`config.mk`:
```
export PLATFORM = sky130hd
export DESIGN_NAME = reset_sequencer
export DESIGN_NICKNAME = d
export VERILOG_FILES = /design/src/rtl/reset_sequencer.sv
export SDC_FILE = /design/constraint.sdc
export NUM_CORES = 1
export LEC_CHECK = 0
export ABC_AREA = 1
export CAP_MARGIN = 20
export CORE_ASPECT_RATIO = 1.1
export CORE_MARGIN = 3
export CORE_UTILIZATION = 40
export CTS_CLUSTER_DIAMETER = 50
export DETAILED_ROUTE_END_ITERATION = 10
export PLACE_DENSITY_LB_ADDON = 0.1
export SYNTH_ARGS = -nofsm -noshare
export SYNTH_HDL_FRONTEND = slang
export SYNTH_SLANG_ARGS = --single-unit
export TNS_END_PERCENT = 30
```
`constraint.sdc`:
```
create_clock -name clock -period 2.1 [get_ports clock]
set_input_delay 0.42 -clock clock [delete_from_list [all_inputs] [get_ports clock]]
set_output_delay 0.42 -clock clock [all_outputs]
set_load 0.03 [all_outputs]
```
`src/rtl/reset_sequencer.sv`:
```
// Staged reset release driven by PLL lock: synchronise lock, qualify it for
// LOCK_CYCLES, release sys reset, then CPU reset STAGE_CYCLES later.
module reset_sequencer #(
    parameter int unsigned SYNC_STAGES  = 2,
    parameter int unsigned LOCK_CYCLES  = 63000,
    parameter int unsigned STAGE_CYCLES = 16
) (
    input  logic clock,
    input  logic reset_n,
    input  logic locked,
    input  logic soft_reset,
    output logic sys_reset_n,
    output logic cpu_reset_n,
    output logic ready,
    output logic lock_lost
);

    localparam int unsigned MAX_CYCLES = (LOCK_CYCLES > STAGE_CYCLES) ? LOCK_CYCLES : STAGE_CYCLES;
    localparam int unsigned CNT_W      = $clog2(MAX_CYCLES + 1);

    localparam logic [CNT_W-1:0] LOCK_LAST  = CNT_W'(LOCK_CYCLES - 1);
    localparam logic [CNT_W-1:0] STAGE_LAST = CNT_W'(STAGE_CYCLES - 1);
    localparam logic [CNT_W-1:0] CNT_MAX    = '1;

    typedef enum logic [2:0] {
        WAIT_LOCK = 3'd0,
        SETTLE    = 3'd1,
        REL_SYS   = 3'd2,
        RUN       = 3'd3,
        HOLD      = 3'd4
    } state_t;

    state_t             state, state_next;
    logic [CNT_W-1:0]   cnt, cnt_next, cnt_inc;
    logic [SYNC_STAGES-1:0] sync;
    logic               lock_s;
    logic               lock_lost_next;
    logic               sys_next, cpu_next;

    assign lock_s  = sync[SYNC_STAGES-1];
    // Saturating increment so the counter can never wrap back to a match value.
    assign cnt_inc = (cnt == CNT_MAX) ? cnt : cnt + CNT_W'(1);

    // Lock synchroniser
    always_ff @(posedge clock or negedge reset_n) begin
        if (!reset_n) begin
            sync <= '0;
        end else begin
            sync <= {sync[SYNC_STAGES-2:0], locked};
        end
    end

    // State, counter and registered output decodes of the next state
    always_ff @(posedge clock or negedge reset_n) begin
        if (!reset_n) begin
            state       <= WAIT_LOCK;
            cnt         <= '0;
            sys_reset_n <= 1'b0;
            cpu_reset_n <= 1'b0;
            ready       <= 1'b0;
            lock_lost   <= 1'b0;
        end else begin
            state       <= state_next;
            cnt         <= cnt_next;
            sys_reset_n <= sys_next;
            cpu_reset_n <= cpu_next;
            ready       <= cpu_next;
            lock_lost   <= lock_lost_next;
        end
    end

    // Next-state logic; lock loss takes priority over soft reset
    always_comb begin
        state_next     = state;
        cnt_next       = cnt;
        lock_lost_next = lock_lost;

        case (state)
            WAIT_LOCK: begin
                cnt_next = '0;
                if (lock_s) begin
                    state_next = SETTLE;
                end
            end
            SETTLE: begin
                if (!lock_s) begin
                    state_next = WAIT_LOCK;
                    cnt_next   = '0;
                end else if (cnt == LOCK_LAST) begin
                    state_next = REL_SYS;
                    cnt_next   = '0;
                end else begin
                    cnt_next = cnt_inc;
                end
            end
            REL_SYS: begin
                if (!lock_s) begin
                    state_next     = WAIT_LOCK;
                    cnt_next       = '0;
                    lock_lost_next = 1'b1;
                end else if (soft_reset) begin
                    state_next     = HOLD;
                    cnt_next       = '0;
                    lock_lost_next = 1'b0;
                end else if (cnt == STAGE_LAST) begin
                    state_next = RUN;
                    cnt_next   = '0;
                end else begin
                    cnt_next = cnt_inc;
                end
            end
            RUN: begin
                cnt_next = '0;
                if (!lock_s) begin
                    state_next     = WAIT_LOCK;
                    lock_lost_next = 1'b1;
                end else if (soft_reset) begin
                    state_next     = HOLD;
                    lock_lost_next = 1'b0;
                end
            end
            HOLD: begin
                if (!lock_s) begin
                    state_next = WAIT_LOCK;
                    cnt_next   = '0;
                end else if (cnt == STAGE_LAST) begin
                    state_next = REL_SYS;
                    cnt_next   = '0;
                end else begin
                    cnt_next = cnt_inc;
                end
            end
            default: begin
                state_next = WAIT_LOCK;
                cnt_next   = '0;
            end
        endcase

        sys_next = (state_next == REL_SYS) || (state_next == RUN);
        cpu_next = (state_next == RUN);
    end

endmodule

```
## Yosys cells after proc, flatten, opt, wreduce, memory -nomap -nowiden

Cells that the tools add are included.

| storage, ports and cells | value |
|---|---|
| flip-flop bits (word level) | 24 |
| bits in latches | 0 |
| memory bits (writable) | 0 |
| bits in read-only memories | 0 |
| input port bits | 4 |
| output and inout bits | 4 |
| word-level logic and storage cells | 42 |
| memories kept | 0 |

| operators by class | value |
|---|---|
| $add $sub $neg | 1 |
| $mul | 0 |
| div/mod/pow operators | 0 |
| magnitude comparators | 0 |
| equal/unequal tests | 10 |
| shifts and indexed selects | 0 |
| multiplexer cells | 21 |
| bitwise logic cells | 0 |
| reduce and logical (&&, ||, !) cells | 4 |

Operators with widths:

| operator | number |
|---|---|
| two-way mux 16 bit | 7 |
| case mux 16 bit (3 select lines) | 1 |
| == test 16 bit, second input constant | 2 |
| two-way mux 3 bit | 10 |
| adder 16 x 1 -> 16 bit, second input constant | 1 |
| == test 16 x 4 -> 1 bit, second input constant | 1 |
| case mux 3 bit (5 select lines) | 1 |
| == test 3 x 2 -> 1 bit, second input constant | 4 |
| == test 3 x 1 -> 1 bit, second input constant | 1 |
| == test 3 bit, second input constant | 1 |
| logical NOT 3 bit | 1 |
| two-way mux 1 bit | 2 |
| != test 2 bit, second input constant | 1 |
| AND reduction 2 bit | 1 |
| OR reduction 2 bit | 1 |
| logical OR 1 bit | 1 |

## Logic depth before layout (Yosys ltp)

| logic depth | value |
|---|---|
| depth in word-level cells | 7 |
| mapped depth | 10 |
| gate-level depth less buffers | 10 |

## Worst setup path after synthesis

OpenSTA, ideal clock, no wires.

| path | value |
|---|---|
| kind | reg2reg |
| from | reg cnt[0] |
| to | reg cnt[11] |
| library setup time | 0.117 ns |
| data arrival time | 1.314 ns |
| required time | 1.983 ns |
| path slack | 0.668 ns |
| cell stages (with the launch flop) | 11 |
| buffers on the path | 0 |
| clock period less this slack | 1.432 ns |
| path through | dfrtp_1 ha_1 nand2_1 nor2_2 nand2_4 nor2_8 nand2_4 nand3_1 nand2_1 inv_1 nor2_1 |

| between the ends | value |
|---|---|
| word-level cells in the longest chain between the ends | 6 |
| elaborated cells between the ends (all ways) | 12 |
| those cells by class | add/sub: 1; eq/ne: 3; mux: 8 |

Ends and longest elaborated chain:

| item | line | RTL |
|---|---|---|
| start, declared | 34 | `logic [CNT_W-1:0] cnt, cnt_next, cnt_inc;` |
| start signal, assigned | 64 | `cnt <= cnt_next;` |
| adder 16 x 1 -> 16 bit or == test 16 bit (tied branches) | 42 | `assign cnt_inc = (cnt == CNT_MAX) ? cnt : cnt + CNT_W'(1);` |
| two-way mux 16 bit | 42 |  |
| two-way mux 16 bit | 105, 126 |  |
| two-way mux 16 bit | 101 | `end else if (soft_reset) begin` |
| two-way mux 16 bit | 97 | `if (!lock_s) begin` |
| case mux 16 bit (3 select lines) * | 78 | `case (state)` |
| via cnt_next[11] | 34 |  |

The timed path passes the listed nets; every way through them passes the cells marked *.
A chain may end at the register's enable or synchronous reset.

## Final worst setup path

| path | value |
|---|---|
| from | reg cnt[0] |
| to | reg cnt[6] |

Same word-level chain as after synthesis.

==> summary.md <==
| Metric | Value |
|---|---|
| Tcrit/Tclk final | `0.882` |
| Crit path time final | `between 1.5 and 2 ns` |
| Asr flop ratio synth | `1.00` |
| Hold depth | `0` |
| Flops & latches, synth | `24` |
| Die area | `4310 µm²` |
| Vias per cell | `4.83` |
| Total wire length | `2900 µm` |
| CP max FO | `11` |
| Synth Flop Type | `dfrtp_1` |
| Seq/Total Area, Yosys | `0.422` |
| WP data arrival | `2.10 ns` |
| Power per cell area | `a little under 500 nW/µm²` |
| Worst setup SP type | `flip-flop` |
| Synth Net Count | `194` |
| Via count | `approximately 1200` |
| TritonCTS clock tree | `built` |
| Die Y-Extent | `68.6 µm` |
| Max_cap viols | `0` |
| Worst R2R Setup Slack | `0.25 ns` |
| Clk buf depth | `2` |
| Die X | `62.9 µm` |
| R2R Path End | `cnt[6]$_DFF_PN0_` |
| TNS Setup | `0 ns` |
| Max-slew violation count | `0` |
| WL/cell | `11.8 µm` |
| Final setup vio count | `0` |
| First-pass GRT wire length | `approximately 5000 µm` |
| Sink Count | `24` |
| Most frequent cells in the layout | `nand2_1, nor2_1, inv_1` |
| Total grt overflow | `0` |
| Max-slew headroom | `0.748` |
| CP required | `2.34 ns` |
| Slew @ Worst Pin | `0.375 ns` |
| HP Class | `reg -> reg` |
| Share of layout cells above drive strength 1 | `0.156` |
| Setup CP Type | `reg -> reg` |
| Placer congestion estimate | `0.917` |
| Initial antenna violation count | `0` |
| I/O Pins | `8` |
| Worst r2r path cells | `8` |
| Worst hold endpoint | `sync[1]$_DFF_PN0_` |
| Most common cell after layout, fill and taps aside | `nand2_1` |
| Fillers | `roughly 340` |
| Synth Area per Inst | `between 7 and 8 µm²` |
| DRT iter0 DRCs | `56` |
| Postcts setup bufs | `0` |
| Post-Syn Instances | `189` |
| Area delta synth->final | `10.9%` |
| Leak | `a little under 0.8 nW` |
| Htree depth | `1` |
| Post-synth EDFFs | `0` |
| CTS resizes | `0` |
| Worst skew pair latency | `0.31 ns` |
| Status | `finished, final reports clean` |
| RSZ-0062 raised after global routing | `no` |
| CTS Hold Buffers Added | `0` |
| Worst VDD drop | `203 µV` |
| DRC violations left | `0` |
| Starting Density | `0.421` |
| Total GRT Usage | `0.150` |
| First drt pass iteration count | `4` |
| Critical hold path startpoint | `sync[0]$_DFF_PN0_` |
| Fin nets | `205` |
| Critical Path End Type | `flip-flop` |
| Vias in the first global route | `roughly 1200` |
| Total core area | `3390 µm²` |
| Antenna cells | `0` |
| Synth cell types | `29` |
| Num CTS Buffers | `3` |
| Max Freq | `about 540 MHz` |
| Clock transition at path regs | `0.13 ns` |
| FF-to-FF Start | `cnt[0]$_DFF_PN0_` |
| Largest net degree at the start of global routing | `25` |
| Clock skew | `0.00485 ns` |
| Cell Rows | `22` |
| Cell area after synthesis | `around 1400 µm²` |
| Final hold violations | `0` |
| Total power | `0.771 mW` |
| Antenna Nets Post-Route | `0` |
| Root buf cell | `clkbuf_4` |
| Post-DP HPWL | `2250 µm` |
| PortBufs | `7` |
| Ys Warns | `0` |
==> layer usage <==
| metal | global-route usage | vias to the layer above | routed length, µm |
|---|---|---|---|
| met2 | 0.273 | 21 | 1440 |
| met1 | 0.181 | 551 | 1320 |
| met4 | 0.0579 | 0 | 55 |
| met5 | 0 | - | 0 |
| met3 | 0.0211 | 7 | 86 |
| li1 | - | 615 | - |
==> synth_stat cells, types with 2 or more instances <==
| cell | n | share of area |
|---|---|---|
| nand2_1 | 42 | 0.11 |
| nor2_1 | 32 | 0.084 |
| inv_1 | 25 | 0.066 |
| dfrtp_1 | 24 | 0.42 |
| nand3_1 | 10 | 0.035 |
| a21oi_1 | 7 | 0.025 |
| nor3_1 | 5 | 0.018 |
| o21ai_1 | 5 | 0.018 |
| nand2_2 | 4 | 0.018 |
| nor2_2 | 4 | 0.018 |
| o21ai_0 | 4 | 0.014 |
| inv_2 | 3 | 0.0079 |
| nand3_2 | 3 | 0.021 |
| nand2_4 | 2 | 0.016 |
| nand4_1 | 2 | 0.0088 |
| nor2_4 | 2 | 0.016 |
| nor3_2 | 2 | 0.014 |
| o21ai_2 | 2 | 0.012 |
==> worst max path at each step <==
stage | from | to | slack [ns] | depth (start not counted)
after global placement | soft_reset | cnt[6]$_DFF_PN0_ | 0.18 | 8
after CTS | cnt[0]$_DFF_PN0_ | cnt[6]$_DFF_PN0_ | 0.24 | 8
after detailed placement | soft_reset | cnt[6]$_DFF_PN0_ | 0.11 | 8
after global routing | cnt[0]$_DFF_PN0_ | cnt[2]$_DFF_PN0_ | 0.11 | 8
final | cnt[0]$_DFF_PN0_ | cnt[6]$_DFF_PN0_ | 0.25 | 8
after floorplan | cnt[0]$_DFF_PN0_ | cnt[11]$_DFF_PN0_ | 0.67 | 10
==> where the power goes <==
part           switching [mW]  internal (mW)  total (mW)
combinational          0.0334         0.0173      0.0508
sequential            0.00603          0.469       0.475
clock                   0.139          0.106       0.245
total                   0.179          0.592       0.771
==> kinds of logic after synthesis <==
kind of cell    Yosys count  share of synthesized area
compound gates           23                     0.0993
xor+xnor                  1                    0.00615
fa+ha+maj                 1                    0.00879
buf+inv                  30                     0.0870
flops                    24                      0.422
simple gates            110                      0.377
==> worst max-delay path, stage by stage, from the launching register on <==
cell and delay [ns]:
dfrtp_1 0.44, ha_1 0.29, nand3_1 0.19, nor2_1 0.07, nand2_1 0.12, nand2_1 0.08
nand2_2 0.20, inv_1 0.18, nor3_1 0.20
==> per-stage QoR <==
stage | cells | utilization | worst slack [ns] | hold WS, ns | area (µm²)
2_1_floorplan | 189 | - | 0.668 | 0.124 | 1420
3_3_place_gp | 243 | 0.456 | 0.177 | 0.334 | 1540
3_5_place_dp | 243 | 0.456 | 0.111 | 0.350 | 1540
4_1_cts | 247 | 0.466 | 0.235 | 0.381 | 1580
5_1_grt | 247 | 0.466 | 0.108 | 0.389 | 1580
6_report | 247 | 0.466 | 0.247 | 0.381 | 1580
==> area by class of cell <==
class / instances / area [µm²] / share of cell area
clock buffers: 4 / 36.3 / 0.0230
inverters: 28 / 105 / 0.0666
multi-input cells: 135 / 699 / 0.443
flip-flops and latches: 24 / 601 / 0.380
well taps: 48 / 60.1 / 0.0380
repair buffers: 8 / 77.6 / 0.0491
==> registers in the layout, indices dropped and copies added (netlist names) <==
register / cells
lock_lost: 1
sync: 2
ready: 1
sys_reset_n: 1
state: 3
cnt: 16
No activity file was read; power rests on OpenSTA's default activity.
